`config.mk`:
```
export PLATFORM = sky130hd
export DESIGN_NAME = acc_dump
export DESIGN_NICKNAME = d
export VERILOG_FILES = /design/src/rtl/acc_dump.sv
export SDC_FILE = /design/constraint.sdc
export NUM_CORES = 1
export LEC_CHECK = 0
export ABC_AREA = 1
export BUFFER_PORTS_ARGS = -buffer_cell sky130_fd_sc_hd__buf_2
export CAP_MARGIN = 10
export CORE_AREA = 2 2 69 71
export CTS_BUF_LIST = sky130_fd_sc_hd__clkbuf_8
export DETAILED_ROUTE_END_ITERATION = 8
export DIE_AREA = 0 0 71 73
export GPL_ROUTABILITY_DRIVEN = 0
export PLACE_DENSITY = 0.86
export SKIP_LAST_GASP = 1
export SYNTH_ARGS = -nofsm -noshare
export SYNTH_HDL_FRONTEND = slang
export SYNTH_SLANG_ARGS = --single-unit
```
`constraint.sdc`:
```
create_clock -name clk -period 3.6 [get_ports clk]
set_input_delay 0.36 -clock clk [delete_from_list [all_inputs] [get_ports clk]]
set_output_delay 0.36 -clock clk [all_outputs]
set_load 0.02 [all_outputs]
```
`src/rtl/acc_dump.sv`:
```
// -----------------------------------------------------------------------------
// acc_dump -- integrate-and-dump stage behind the multiply-add datapath.
//
// The block accumulates N consecutive valid signed samples. It then emits one
// rounded, arithmetically right-shifted result of OUT_W bits, together with a
// one-cycle rdy_out pulse. Frames may run back-to-back with no idle cycles, and
// there is no backpressure.
//
// Pipeline:
//   stage 1 : the accumulator FSM. Accepting the Nth sample raises dump_r.
//   stage 2 : on the edge after dump_r, this stage rounds, shifts and fits the
//             accumulator into dout, and pulses rdy_out (and sat).
//
// Optional feature (macro ACC_DUMP_SAT_EN):
//   defined   : the result saturates to the OUT_W signed range, and sat pulses
//               with rdy_out whenever clipping occurred.
//   undefined : the result wraps in two's complement (its low OUT_W bits), and
//               sat stays 0.
//
// Parameters:
//   IN_W  - input sample width (signed)
//   N     - samples per dump, N >= 2
//   ACC_W - accumulator width, >= IN_W + clog2(N)
//   SHIFT - arithmetic right shift applied at dump, >= 1
//   OUT_W - output width (signed)
//
// Ports:
//   clk     in   1      rising-edge clock
//   rst     in   1      synchronous active-high reset
//   s_in    in   IN_W   signed sample
//   val_in  in   1      s_in valid this cycle
//   clr     in   1      synchronous flush of the partial frame (wins over val_in)
//   dout    out  OUT_W  registered signed result; holds its value between dumps
//   rdy_out out  1      one-cycle pulse, dout valid
//   sat     out  1      one-cycle pulse aligned with rdy_out, dout was clipped
// -----------------------------------------------------------------------------
module acc_dump #(
  parameter int IN_W  = 16,
  parameter int N     = 4,
  parameter int ACC_W = 18,
  parameter int SHIFT = 10,
  parameter int OUT_W = 8
) (
  input  logic                    clk,
  input  logic                    rst,
  input  logic signed [IN_W-1:0]  s_in,
  input  logic                    val_in,
  input  logic                    clr,
  output logic signed [OUT_W-1:0] dout,
  output logic                    rdy_out,
  output logic                    sat
);

  // Reject illegal configurations at elaboration time.
  // For example, N=1 would need a frame that starts and dumps on the same edge.
  if (N < 2) begin : g_bad_n
    $fatal(1, "acc_dump: N must be >= 2 (got %0d)", N);
  end
  if (ACC_W < IN_W + $clog2(N)) begin : g_bad_acc_w
    $fatal(1, "acc_dump: ACC_W too narrow for IN_W and N");
  end
  if (SHIFT < 1) begin : g_bad_shift
    $fatal(1, "acc_dump: SHIFT must be >= 1");
  end

  // The counter only ever holds 0..N-1.
  localparam int CNT_W = (N > 2) ? $clog2(N) : 1;
  localparam logic [CNT_W-1:0] CNT_LAST = CNT_W'(N - 1);

  // Rounding constant 2^(SHIFT-1), and the output range, all in ACC_W+1 bits.
  localparam logic signed [ACC_W:0] HALF    = (ACC_W + 1)'(1) <<< (SHIFT - 1);
  localparam logic signed [ACC_W:0] OUT_MAX = (ACC_W + 1)'((64'sd1 <<< (OUT_W - 1)) - 64'sd1);
  localparam logic signed [ACC_W:0] OUT_MIN = ~OUT_MAX;  // ~x == -x-1

  typedef enum logic {
    IDLE = 1'b0,  // no partial frame
    ACC  = 1'b1   // 1..N-1 samples held
  } state_t;

  state_t                   state, state_next;
  logic signed [ACC_W-1:0]  acc, acc_next;
  logic [CNT_W-1:0]         cnt, cnt_next;
  logic                     dump_r, dump_next;

  logic signed [ACC_W-1:0]  s_ext;
  logic signed [ACC_W:0]    r_sum;
  logic signed [ACC_W:0]    r_shift;
  logic [OUT_W-1:0]         fit;
  logic                     clip;

  assign s_ext = {{(ACC_W - IN_W){s_in[IN_W-1]}}, s_in};

  // ---------------------------------------------------------------------------
  // Stage 1: state register
  // ---------------------------------------------------------------------------
  // NOTE: sequential state uses non-blocking assignments, so every flop here
  // samples pre-edge values; stage 2 relies on this to read the old acc while
  // a new frame loads on the same edge.
  always_ff @(posedge clk) begin
    if (rst) begin
      state  <= IDLE;
      acc    <= '0;
      cnt    <= '0;
      dump_r <= 1'b0;
    end else begin
      state  <= state_next;
      acc    <= acc_next;
      cnt    <= cnt_next;
      dump_r <= dump_next;
    end
  end

  // ---------------------------------------------------------------------------
  // Stage 1: next-state logic
  // ---------------------------------------------------------------------------
  // NOTE: every output of this block gets a default before any branch, so no
  // path can leave a signal unassigned and infer a latch.
  always_comb begin
    state_next = state;
    acc_next   = acc;
    cnt_next   = cnt;
    dump_next  = 1'b0;

    if (clr) begin
      // Drop the partial frame, and any sample offered with it. acc is left
      // alone so that a dump already flagged in dump_r still reads the right
      // sum. The next frame reloads acc from IDLE anyway.
      state_next = IDLE;
      cnt_next   = '0;
    end else if (val_in) begin
      unique case (state)
        IDLE: begin
          acc_next   = s_ext;
          cnt_next   = CNT_W'(1);
          state_next = ACC;
        end
        ACC: begin
          acc_next = acc + s_ext;
          if (cnt == CNT_LAST) begin
            cnt_next   = '0;
            dump_next  = 1'b1;
            state_next = IDLE;
          end else begin
            cnt_next = cnt + CNT_W'(1);
          end
        end
        default: state_next = IDLE;
      endcase
    end
  end

  // ---------------------------------------------------------------------------
  // Stage 2: output logic -- round half toward +inf, shift, fit to OUT_W
  // ---------------------------------------------------------------------------
  always_comb begin
    r_sum   = {acc[ACC_W-1], acc} + HALF;
    r_shift = r_sum >>> SHIFT;
`ifdef ACC_DUMP_SAT_EN
    if (r_shift > OUT_MAX) begin
      fit  = OUT_MAX[OUT_W-1:0];
      clip = 1'b1;
    end else if (r_shift < OUT_MIN) begin
      fit  = OUT_MIN[OUT_W-1:0];
      clip = 1'b1;
    end else begin
      fit  = r_shift[OUT_W-1:0];
      clip = 1'b0;
    end
`else
    fit  = r_shift[OUT_W-1:0];
    clip = 1'b0;
`endif
  end

`ifndef ACC_DUMP_SAT_EN
  // In the wrapping build, the high bits of the shifted sum are dropped.
  logic unused_hi;
  assign unused_hi = ^r_shift[ACC_W:OUT_W];
`endif

  // ---------------------------------------------------------------------------
  // Stage 2: output register
  // ---------------------------------------------------------------------------
  always_ff @(posedge clk) begin
    if (rst) begin
      dout    <= '0;
      rdy_out <= 1'b0;
      sat     <= 1'b0;
    end else begin
      rdy_out <= dump_r;
      sat     <= dump_r & clip;
      if (dump_r) begin
        dout <= fit;
      end
    end
  end

endmodule

```
==> run_results.csv <==
group,metric,value,unit
timing,fin_skew,0.00550,ns
clock_network,insertion_delay,0.29,ns
worst_setup_path,crit_path_end_kind,"flop",
floorplan,boundaryPins,30,
power,clock_power_share,0.349,
clock_network,cts_resized,0,
worst_setup_path,crit_chain,"ha_1 -> fa_1 -> nand3_1 -> nand3_1 -> nand2_1 -> nand3_1 -> nand2_1 -> nand2_1 -> nand2_1 -> nand3_1 -> a21oi_1",
worst_setup_path,arrival,2.29,ns
global_route,grt_antenna_before_repair,0,
route,drt_pass1_iterations,6,
place,dp.cells,482,
worst_setup_path,crit_family,"simple AND/OR/NAND/NOR gates",
route,wl_per_cell,12.2,um
logic_synthesis,synth_area_leaders,"dfxtp_1 24%, nand2_1 16%, ha_1 9.4%",
power,p_sw,295,uW
clock_network,htree_num_levels,2,
logic_synthesis,syn_area,2540,um^2
timing,tightest_slew,0.740,ns
place,numPortBuffers,28,
finish,nNetsFinal,475,
power,p_int,609,uW
timing,fin_tns_setup,0,ns
finish,stdcell_area,2790,um^2
power,max-vdd-ir-drop,0.315,mV
worst_setup_path,path_class,"flop to flop",
logic_synthesis,syn-instance-count,410,
logic_synthesis,synth-main-ff-cell,"dfxtp_1",
clock_network,cts_buffers,5,
global_route,grt_start_max_net_pins,25,
logic_synthesis,syn_area_per_cell,6.19,um^2
timing,min_period,2.07,ns
finish,drive_gt1_frac,0.140,
worst_setup_path,cp_max_fo,5,
power,pwr_density_cell,324,nW/um^2
global_route,top_usage_layer,"met2",
logic_synthesis,ys_ff_latch,31,
global_route,track_usage,0.240,
route,ant_nets,0,
power,power,904,uW
route,vias,2662,
timing,slew_violations,0,
timing,finalSetupViolations,0,
finish,antenna_cells,0,
floorplan,die_w,71,um
logic_synthesis,ys_types,35,
finish,final_common_cell,"nand2_1",
clock_network,clkTransAtPathRegs,0.07,ns
global_route,grt_pass1_wl,10200,um
route,vias_per_cell,5.43,
clock_network,cts_sinks,31,
logic_synthesis,yosysTopAreaCellShare,0.245,
route,drc,0,
timing,max_freq,0.483,GHz
worst_setup_path,start_kind,"flop",
timing,final_min_period_over_clock_period,0.575,
worst_setup_path,critPathBufInv,0,
global_route,use_met3,0.0483,
power,p_comb_frac,0.241,
global_route,overflow,0,
clock_network,clockBufferDepth,2,
finish,fin_cells,490,
worst_hold_path,hold_class,"primary input to flop",
outcome,status,"complete, no violations",
logic_synthesis,yosysSeqAreaShare,0.245,
clock_network,ctsHoldBuffers,0,
logic_synthesis,synth_largest_area_cell,"dfxtp_1",
worst_setup_path,critPathMaxStageDelay,0.47,ns
route,wl,5980,um
power,swShare,0.327,
finish,areaGrowthSynthToFinish,9.82,%
clock_network,cts_setup_buffers,0,
floorplan,rows,25,
logic_synthesis,synth-edff-count,0,
floorplan,dieArea,5180,um^2
timing,holdWs,0.334,ns
place,hpwl,4530,um
global_route,grt_pass1_vias,2417,
logic_synthesis,ys_async_sr_fraction,0,
timing,hold_violations,0,
clock_network,clockRootBuffer,"clkbuf_8",
timing,slew_headroom,0.506,
power,seqPwrFrac,0.410,
logic_synthesis,synth_nets,450,
logic_synthesis,ys_warn_count,0,
floorplan,fp.dieH,73,um
finish,mostFrequentLayoutCells,"105 x nand2_1, 53 x inv_1, 50 x nor2_1",
power,leakagePower,0.00145,uW
global_route,grtUsageMet2,0.391,
job,maxCapViolCount,0,
clock_network,cts_tree,"yes",
place,dpl_cell_area,2680,um^2
timing,rsz0062_at_grt,"no",
floorplan,start_util,0.559,
global_route,use_met1,0.308,
route,drt_iter0_drc,205,
floorplan,coreArea,4540,um^2
worst_setup_path,cp_slowest_cell,"fa_1",
worst_setup_path,crit_required,3.82,ns
flip-flops by register name, indices dropped and copies added, names as in the netlist:
name	flops
acc	18
rdy_out	1
dout	8
state	1
dump_r	1
cnt	2
layout make-up:
type,instances,area (um^2)
Inverter,58,218
Fill cell,410,1750
Multi-Input combinational cell,310,1630
Clock inverter,1,7.51
Tap cell,54,67.6
Sequential cell,31,621
Timing Repair Buffer,29,148
Clock buffer,7,96.3
tightest hold or removal path: stages:
cell and delay [ns]:
buf_2 0.11, nand3_1 0.06, a21oi_1 0.05
per-layer routing:
layer	wire length [um]	part of all wire
met4	146	0.024
met1	2680	0.45
met2	2780	0.46
met5	0	0
met3	367	0.061
metrics by stage:
stage	util	setup slack [ns]
final	0.614	1.53
after global routing	0.614	1.43
after CTS	0.614	1.56
after detailed placement	0.591	1.39
after global placement	0.591	1.49
after floorplan	-	1.80
power groups by stage:
stage / combinational (uW) / sequential [uW] / clock, uW
floorplan: 170 / 373 / 0
global placement: 208 / 377 / 0
detailed placement: 214 / 378 / 0
CTS: 215 / 370 / 320
global route: 247 / 372 / 330
finish: 218 / 371 / 315
worst paths after layout:
path                                          start  depth (start not counted)  slack, ns                   end
worst min register to register  cnt[1]$_SDFFE_PP0P_                          2       0.47   cnt[1]$_SDFFE_PP0P_
worst min-delay path                         val_in                          3       0.33   cnt[1]$_SDFFE_PP0P_
worst max register to register  acc[0]$_SDFFE_PP0P_                         11       1.53  acc[16]$_SDFFE_PP0P_
worst max-delay path            acc[0]$_SDFFE_PP0P_                         11       1.53  acc[16]$_SDFFE_PP0P_
cells by family after synthesis:
kind of cell / count (synthesis) / synth area share
simple gates: 215 / 0.371
buf+inv: 69 / 0.113
compound gates: 66 / 0.140
flops: 31 / 0.245
fa+ha+maj: 20 / 0.102
xor+xnor: 8 / 0.0276
other cells: 1 / 0.00148
synthesized netlist by cell type, types with 3 or more instances:
library cell	number
o21ai_0	21
ha_1	19
nand4_1	5
nand2_2	9
nor2_1	50
inv_2	4
nor3_1	3
dfxtp_1	31
nand2_1	105
nand3_1	29
clkbuf_1	4
a21oi_1	36
buf_6	3
nor2_2	3
nand3_2	3
inv_1	53
xor2_1	7
(Power assumes the default switching activity.)
